**config.mk**
```make
export PLATFORM = sky130hd
export DESIGN_NAME = snn_seq_ctrl
export DESIGN_NICKNAME = d
export VERILOG_FILES = /design/src/rtl/snn_seq_ctrl.sv
export SDC_FILE = /design/constraint.sdc
export NUM_CORES = 1
export LEC_CHECK = 0
export CORE_MARGIN = 1.5
export CORE_UTILIZATION = 30
export DETAILED_ROUTE_END_ITERATION = 10
export GPL_ROUTABILITY_DRIVEN = 0
export SYNTH_ARGS = -nofsm -noshare
export SYNTH_HDL_FRONTEND = slang
export SYNTH_SLANG_ARGS = --single-unit
```
**constraint.sdc**
```tcl
create_clock -name clk -period 1.6 [get_ports clk]
set_input_delay 0.16 -clock clk [delete_from_list [all_inputs] [get_ports clk]]
set_output_delay 0.16 -clock clk [all_outputs]
set_load 0.02 [all_outputs]
```
**src/rtl/snn_seq_ctrl.sv**
```systemverilog
// rtl/snn_seq_ctrl.sv - SNN classifier sequencer
// Unpacks UART bytes into the pixel RAM, starts the core, and sends the digit back as ASCII.
module snn_seq_ctrl #(
  parameter int             NUM_PIXELS   = 784,
  parameter int             ADDR_W       = 10,
  parameter logic [7:0]     ASCII_OFFSET = 8'h30
) (
  input  logic              clk,
  input  logic              rst_n,
  input  logic              rx_rdy,
  input  logic [7:0]        rx_data,
  output logic              we_input,
  output logic [ADDR_W-1:0] addr_input,
  output logic              d_input,
  output logic              snn_start,
  input  logic              snn_done,
  input  logic [3:0]        snn_digit,
  output logic              tx_start,
  output logic [7:0]        tx_data,
  input  logic              tx_done,
  output logic [7:0]        led,
  output logic              busy,
  output logic              overrun
);

  typedef enum logic [2:0] {
    S_LOAD, S_WRITE, S_START, S_WAIT_SNN, S_TX, S_WAIT_TX
  } state_t;

  localparam logic [ADDR_W-1:0] END_ADDR = ADDR_W'(NUM_PIXELS);

  state_t              state_q, state_d;
  logic [ADDR_W-1:0]   addr_q, addr_d;
  logic [2:0]          bit_cnt_q, bit_cnt_d;
  logic [7:0]          shift_q, shift_d;
  logic [3:0]          led_q, led_d;
  logic [7:0]          tx_data_q, tx_data_d;
  logic                overrun_q, overrun_d;
  logic [ADDR_W-1:0]   addr_inc;

  assign addr_inc = addr_q + 1'b1;

  always_ff @(posedge clk or negedge rst_n) begin
    if (!rst_n) begin
      state_q   <= S_LOAD;
      addr_q    <= '0;
      bit_cnt_q <= '0;
      shift_q   <= '0;
      led_q     <= '0;
      tx_data_q <= '0;
      overrun_q <= 1'b0;
    end else begin
      state_q   <= state_d;
      addr_q    <= addr_d;
      bit_cnt_q <= bit_cnt_d;
      shift_q   <= shift_d;
      led_q     <= led_d;
      tx_data_q <= tx_data_d;
      overrun_q <= overrun_d;
    end
  end

  always_comb begin
    state_d   = state_q;
    addr_d    = addr_q;
    bit_cnt_d = bit_cnt_q;
    shift_d   = shift_q;
    led_d     = led_q;
    tx_data_d = tx_data_q;
    // Only LOAD accepts bytes; anything arriving elsewhere is lost and flagged.
    overrun_d = overrun_q | (rx_rdy && (state_q != S_LOAD));

    case (state_q)
      S_LOAD: begin
        if (rx_rdy) begin
          shift_d   = rx_data;
          bit_cnt_d = '0;
          state_d   = S_WRITE;
        end
      end
      S_WRITE: begin
        shift_d   = {1'b0, shift_q[7:1]};
        addr_d    = addr_inc;
        bit_cnt_d = bit_cnt_q + 3'd1;
        if (bit_cnt_q == 3'd7) begin
          state_d = (addr_inc == END_ADDR) ? S_START : S_LOAD;
        end
      end
      S_START: begin
        addr_d  = '0;
        state_d = S_WAIT_SNN;
      end
      S_WAIT_SNN: begin
        if (snn_done) begin
          led_d     = snn_digit;
          tx_data_d = ASCII_OFFSET + {4'h0, snn_digit};
          state_d   = S_TX;
        end
      end
      S_TX: begin
        state_d = S_WAIT_TX;
      end
      S_WAIT_TX: begin
        if (tx_done) state_d = S_LOAD;
      end
      default: begin
        state_d = S_LOAD;
      end
    endcase
  end

  assign we_input   = (state_q == S_WRITE);
  assign d_input    = shift_q[0];
  assign addr_input = addr_q;
  assign snn_start  = (state_q == S_START);
  assign tx_start   = (state_q == S_TX);
  assign tx_data    = tx_data_q;
  assign led        = {4'h0, led_q};
  assign busy       = (state_q != S_LOAD);
  assign overrun    = overrun_q;

endmodule

```
==> results.cfg <==
[logic_synthesis]
synthXorXnorAreaFrac = 0.0217
ys_seq_area_frac = 0.465
syn_avg_cell_area_um2 = 9.16
synth.largest_area_cell = dfrtp_1
yosysTopAreaCellShare = 0.465
synth_area_leaders = dfrtp_1 (47%), nor2_1 (5.6%), buf_4 (5.1%)
yosys.area_share.simple = 0.209
netlist_instances = 176
synth_area_um2 = 1610
synth-adder-area-share = 0.0310
synth-compound-area-share = 0.157
yosysWarnings = 0
synthMuxAreaShare = 0.0279
synth.distinct_cells = 37
synth_top_family_by_area = simple AND/OR/NAND/NOR gates
ys_ff_latch = 30

[clocking]
clk_pin_slew_ns = 0.07
cts_sinks = 30
clk_latency_ns = 0.28
clockBufferDepth = 2
cts_hold_buffers = 0
cts_tree = built
h-tree-depth = 2
cts_buffers = 5
ctsRootBufferMaster = clkbuf_8

[critical_path]
critPathLaunch = addr_input[1]$_DFFE_PN0N_
crit_type = reg2reg
critPathLaunchType = flop
cp_top_family = flip-flops
critical_path.max_fanout = 6
ff2ff_setup_slack_ns = 0.08
end_kind = flop
r2r_start = addr_input[1]$_DFFE_PN0N_
critPathBufInv = 0
required_ns = 1.78
path_cells = ha_4, nand3_2, xnor2_1, and3_1, o211ai_1, o41ai_2
cpPeakStageDelay_ns = 0.45
cp_slowest_cell = dfrtp_2
cp.arrival_ns = 1.71

[power]
powerDensity_nw_per_um2 = 1470
p_total_mw = 3.40
ir_worst_vdd_uv = 436
leakage_nw = 1.05

[final_layout]
fill_cells = 543
num_antenna_cells = 0
fin_nets = 256
final_common_cell = clkdlybuf4s50_1
fin_area_um2 = 2310
final_layout_size_suffix_gt1_frac = 0.230
syn_to_final_growth_pct = 43.1
layout_common_cells = clkdlybuf4s50_1 (33), dfrtp_1 (26), buf_4 (26)
finalNonFillerCells = 305

[global_route]
grt_pass1_vias = 1408
grt_first_pass_wirelength_um = 6500
antenna_found_initial = 0
grt_usage = 0.145
grt-ovfl-total = 0
grt_max_degree = 31

[job]
cap_violations = 0

[status]
status = finished clean

[route]
viasPerCell = 4.70
wl_per_cell_um = 12.6
ant_nets = 0
dr_total_vias = 1435
drc = 0
drt_wl_total_um = 3840
drt_iter0_markers = 85
firstDrtPassIters = 5

[placement]
hpwlAfterDp_um = 2720
place_inst = 298
io_buffers = 42
placed_area_um2 = 2230

[floorplan]
start_util = 0.314
die_x_um = 76.3
core_um2 = 5140
ios = 49
dieArea_um2 = 5820
rows = 26
die_y_um = 76.3

[timing]
fin_crit_ns = 1.52
max_freq_ghz = 0.656
final_hold_viol_count = 0
min_period_over_period = 0.953
skew_ns = 0.00532
final-max-slew-violation-count = 0
rsz0062_at_grt = yes
setup_viol = 0

[hold_path]
hold_class = in2async
[repair_timing]
item,CTS,global route
endpoints found under the setup margin,7,9
resized for setup,7,12
endpoints found under the hold margin,0,0
cloned,0,0
pin swaps,0,2
buffers inserted,0,0
[routing by layer]
metal / track usage / up-vias / routed length (um)
met1: 0.170 / 674 / 1700
met2: 0.241 / 38 / 1870
met4: 0.0741 / 0 / 91
met5: 0 / - / 0
met3: 0.0407 / 9 / 173
li1: - / 714 / -
[worst paths after layout]
check / to / cells past startpoint
setup / recovery: state_q[1]$_DFFE_PN0P_ / 6
hold reg to reg: shift_q[6]$_DFFE_PN0P_ / 2
min in group clk: shift_q[7]$_DFFE_PN0P_ / 3
hold / removal: shift_q[7]$_DFFE_PN0P_ / 2
setup reg to reg: state_q[1]$_DFFE_PN0P_ / 6
max in group asynchronous: addr_input[2]$_DFFE_PN0N_ / 2
[final cells by class]
type	instances	area, um^2	share of cell area
clock buffers	5	68.8	0.0298
multi-input cells	128	774	0.336
inverters	2	7.51	0.00325
clock inverters	2	10.0	0.00434
well taps	70	87.6	0.0379
repair buffers	68	604	0.262
flip-flops and latches	30	756	0.327
[state kept, by name (all words and copies together) (netlist names)]
register    flops
addr_input     10
overrun         1
led_q           3
shift_q         8
tx_data         2
state_q         3
bit_cnt_q       3
[worst register-to-register path: stages, from the launching register on]
cell and delay [ns]:
dfrtp_2 0.45, ha_4 0.20, nand3_2 0.08, xnor2_1 0.10, and3_1 0.16, o211ai_1 0.11
o41ai_2 0.33
[stage by stage]
stage           util  hold WS, ns  worst slack (ns)   TNS (ns)
2_1_floorplan      -       -0.136         -0.000623  -0.000623
3_3_place_gp   0.433        0.450            0.0882          0
3_5_place_dp   0.433        0.493            0.0639          0
4_1_cts        0.447        0.275            0.0244          0
5_1_grt        0.449        0.322           -0.0356    -0.0356
6_report       0.449        0.267            0.0753          0
[cells in the mapped netlist]
| cell | count |
|---|---|
| o21ai_0 | 15 |
| nand3_1 | 9 |
| nor2_1 | 24 |
| dfrtp_1 | 30 |
| and4_2 | 1 |
| nand2b_1 | 2 |
| nand4_1 | 2 |
| o41ai_2 | 1 |
| nor3_2 | 1 |
| a21o_1 | 2 |
| a31oi_1 | 2 |
| nor3_1 | 1 |
| o22a_1 | 1 |
| o31ai_1 | 3 |
| nand3b_1 | 1 |
| xor2_1 | 3 |
| nand4_2 | 1 |
| o22ai_1 | 8 |
| buf_4 | 11 |
| conb_1 | 1 |
| nand4b_1 | 1 |
| a22o_1 | 1 |
| mux2_2 | 4 |
| a22o_2 | 1 |
| inv_1 | 2 |
| ha_1 | 4 |
| a21boi_0 | 1 |
| a21oi_1 | 4 |
| nand2_1 | 20 |
| clkbuf_1 | 2 |
| buf_2 | 7 |
| nor2b_1 | 2 |
| o211ai_1 | 1 |
| and3_1 | 1 |
| xnor2_1 | 1 |
| nor3b_1 | 4 |
| buf_1 | 1 |
[logic make-up after synthesis]
logic type                 count (synthesis)
other                                      1
and+or+nand+nor                           70
adders and majority gates                  4
xor gates and xnor gates                   4
DFF                                       30
muxes                                      4
AOI/OAI and AO/OA                         40
buffers and inverters                     23
[report_power, final]
group,switching (mW),internal [mW],total (mW)
clock,0.288,0.291,0.579
sequential,0.181,0.994,1.18
combinational,0.870,0.774,1.64
total,1.34,2.06,3.40
No activity file was read; power rests on OpenSTA's default activity.
==> RTL edit, RTL diff (same flow settings) <==
Put a register stage on the output `led`. The value now appears one clock later. The other outputs are not delayed to match.
--- a/src/rtl/snn_seq_ctrl.sv
+++ b/src/rtl/snn_seq_ctrl.sv
@@ -115,7 +115,9 @@
   assign snn_start  = (state_q == S_START);
   assign tx_start   = (state_q == S_TX);
   assign tx_data    = tx_data_q;
-  assign led        = {4'h0, led_q};
+  always_ff @(posedge clk) begin
+    led <= {4'h0, led_q};
+  end
   assign busy       = (state_q != S_LOAD);
   assign overrun    = overrun_q;
 
Function: no difference found for any inputs over 10 cycles, from zero or initial values and one cycle with rst_n low; that may be too few to reach the edited logic, so the function may still have changed.
==> RTL edit against the unedited design <==
- sequential cell count grew 4
- sequential power up 6%
- maximum frequency fell by 1.9%
- power is 13% higher
- routed wire length down 2.0%
- non-clock buffer count fell by 8
- largest power group unchanged
- combinational power increased by 9%
- synthesized area grew 5.7%
- design area is 4.0% higher
- utilization is 1.3 points lower
- setup slack got worse by 0.030 ns
==> RTL edit: results (changes against the unedited design) <==
- Post-synth EDFFs: 0 (unchanged)
- Worst Path Arrival: 1.39 ns (-0.32 ns)
- Clk root buf: clkbuf_8
- GRT Resource Usage Total: 13.5% (-1.0 points)
- Ys async rst share: 88.2% (-12 points)
- Delay-heaviest family, CP: simple AND/OR/NAND/NOR gates
- Drt pass-1 iters: 4 (-1)
- Initial antenna violation count: 0 (unchanged)
- HPWL after DPL: 2.59 mm (-4.8%)
- Status: completed
- NumNets Final: 252 (-1.6%)
- PnR worst setup slack: 0.0452 ns (-0.0301 ns)
- VDD IR max: 0.524 mV (+20%)
- Diode count: 0 (unchanged)
- R2R Setup Slk: 0.12 ns (+0.04 ns)
- Drt total wl: 3.76 mm (-2.0%)
- Crit-path max cell delay: 0.42 ns (-0.03 ns)
- Sequential share of the synthesized area: 48.7% (+2.2 points)
- Placed instance area: 0.00225 mm2 (+0.96%)
- Placement Setup Slack: 0.00680 ns (-0.0571 ns)
- Max reg flops: 10 (unchanged)
- Multiplexer share of the synthesized area: 4.40% (+1.6 points)
- Clock Skew: 0.00601 ns (+0.000692 ns)
- Synth area leaders: dfrtp_1 (44%), nand2_1 (4.8%), dfxtp_1 (4.7%), nor2_1 (4.0%), buf_4 (3.5%)
- Port bufs: 42 (unchanged)
- First-pass GRT wire length: 6.57 mm (+1.1%)
- Post-Synth XOR/XNOR Area: 0.514% (-1.7 points)
- Worst-path maximum fanout: 2 (-4)
- Via Count: 1421 (-0.98%)
- Synth Area in Compound Gates: 14.5% (-1.2 points)
- Synth cell count leaders: dfrtp_1 (30), nand2_1 (22), nor2_1 (18)
- Share of cells above drive strength 1: 20.3% (-2.7 points)
- Crit path max-delay cell type: or3b_4
- Switching fraction of total power: 37.8% (-1.6 points)
- Post-synthesis adder-cell area fraction: 2.93% (-0.17 points)
- Synth warn: 0 (unchanged)
- Iteration-0 DRC Markers: 54 (-36%)
- Lkg Pwr: 1.10 nW (+4.8%)
- Synth unique cells: 39 (+5.4%)
[RTL edit: path summary, 6_finish.rpt]
path	startpoint	endpoint	cells past startpoint
min in group clk	led_q[1]$_DFFE_PN0P_	led[1]$_DFF_P_	0
min reg2reg	led_q[1]$_DFFE_PN0P_	led[1]$_DFF_P_	0
max reg2reg	state_q[0]$_DFFE_PN0P_	shift_q[5]$_DFFE_PN0P_	7
max	state_q[1]$_DFFE_PN0P_	we_input	3
min	rst_n	addr_input[8]$_DFFE_PN0N_	2
max in group asynchronous	rst_n	addr_input[1]$_DFFE_PN0N_	2
[RTL edit: through the flow]
stage                     hold slack [ns]  cells  TNS [ns]  power (mW)
after detailed placement            0.374    296         0        3.01
final                               0.249    304         0        3.83
after global routing                0.290    304  -0.00712        4.11
after floorplan                    -0.136    182         0        2.38
after global placement              0.372    296         0        3.00
after CTS                           0.271    304         0        3.81
[RTL edit: layout make-up]
type | count | area (um2)
fill | 528 | 3110
clock inverter | 3 | 45.0
clock buffer | 5 | 68.8
timing repair buffer | 60 | 569
multi-input combinational | 127 | 781
sequential | 34 | 833
inverter | 3 | 12.5
tap | 72 | 90.1
[RTL edit: power by group through the flow]
stage	logic (mW)	clock network [mW]	registers, mW
2_1_floorplan	1.01	0	1.37
3_3_place_gp	1.75	0	1.25
3_5_place_dp	1.76	0	1.25
4_1_cts	1.75	0.819	1.24
5_1_grt	1.98	0.837	1.29
6_report	1.79	0.795	1.25
[RTL edit: layer usage]
layer	track usage (%)	share of wire, %	vias up
li1	-	-	712
met1	18.2	49	667
met2	20.6	44	36
met3	3.14	4.6	6
met4	5.71	1.7	0
met5	0	0	-
[RTL edit: timing repair]
item	4_1_cts	5_1_grt
gates resized for setup	8	16
endpoints found under the setup margin	5	9
cloned	0	0
pin swaps	0	1
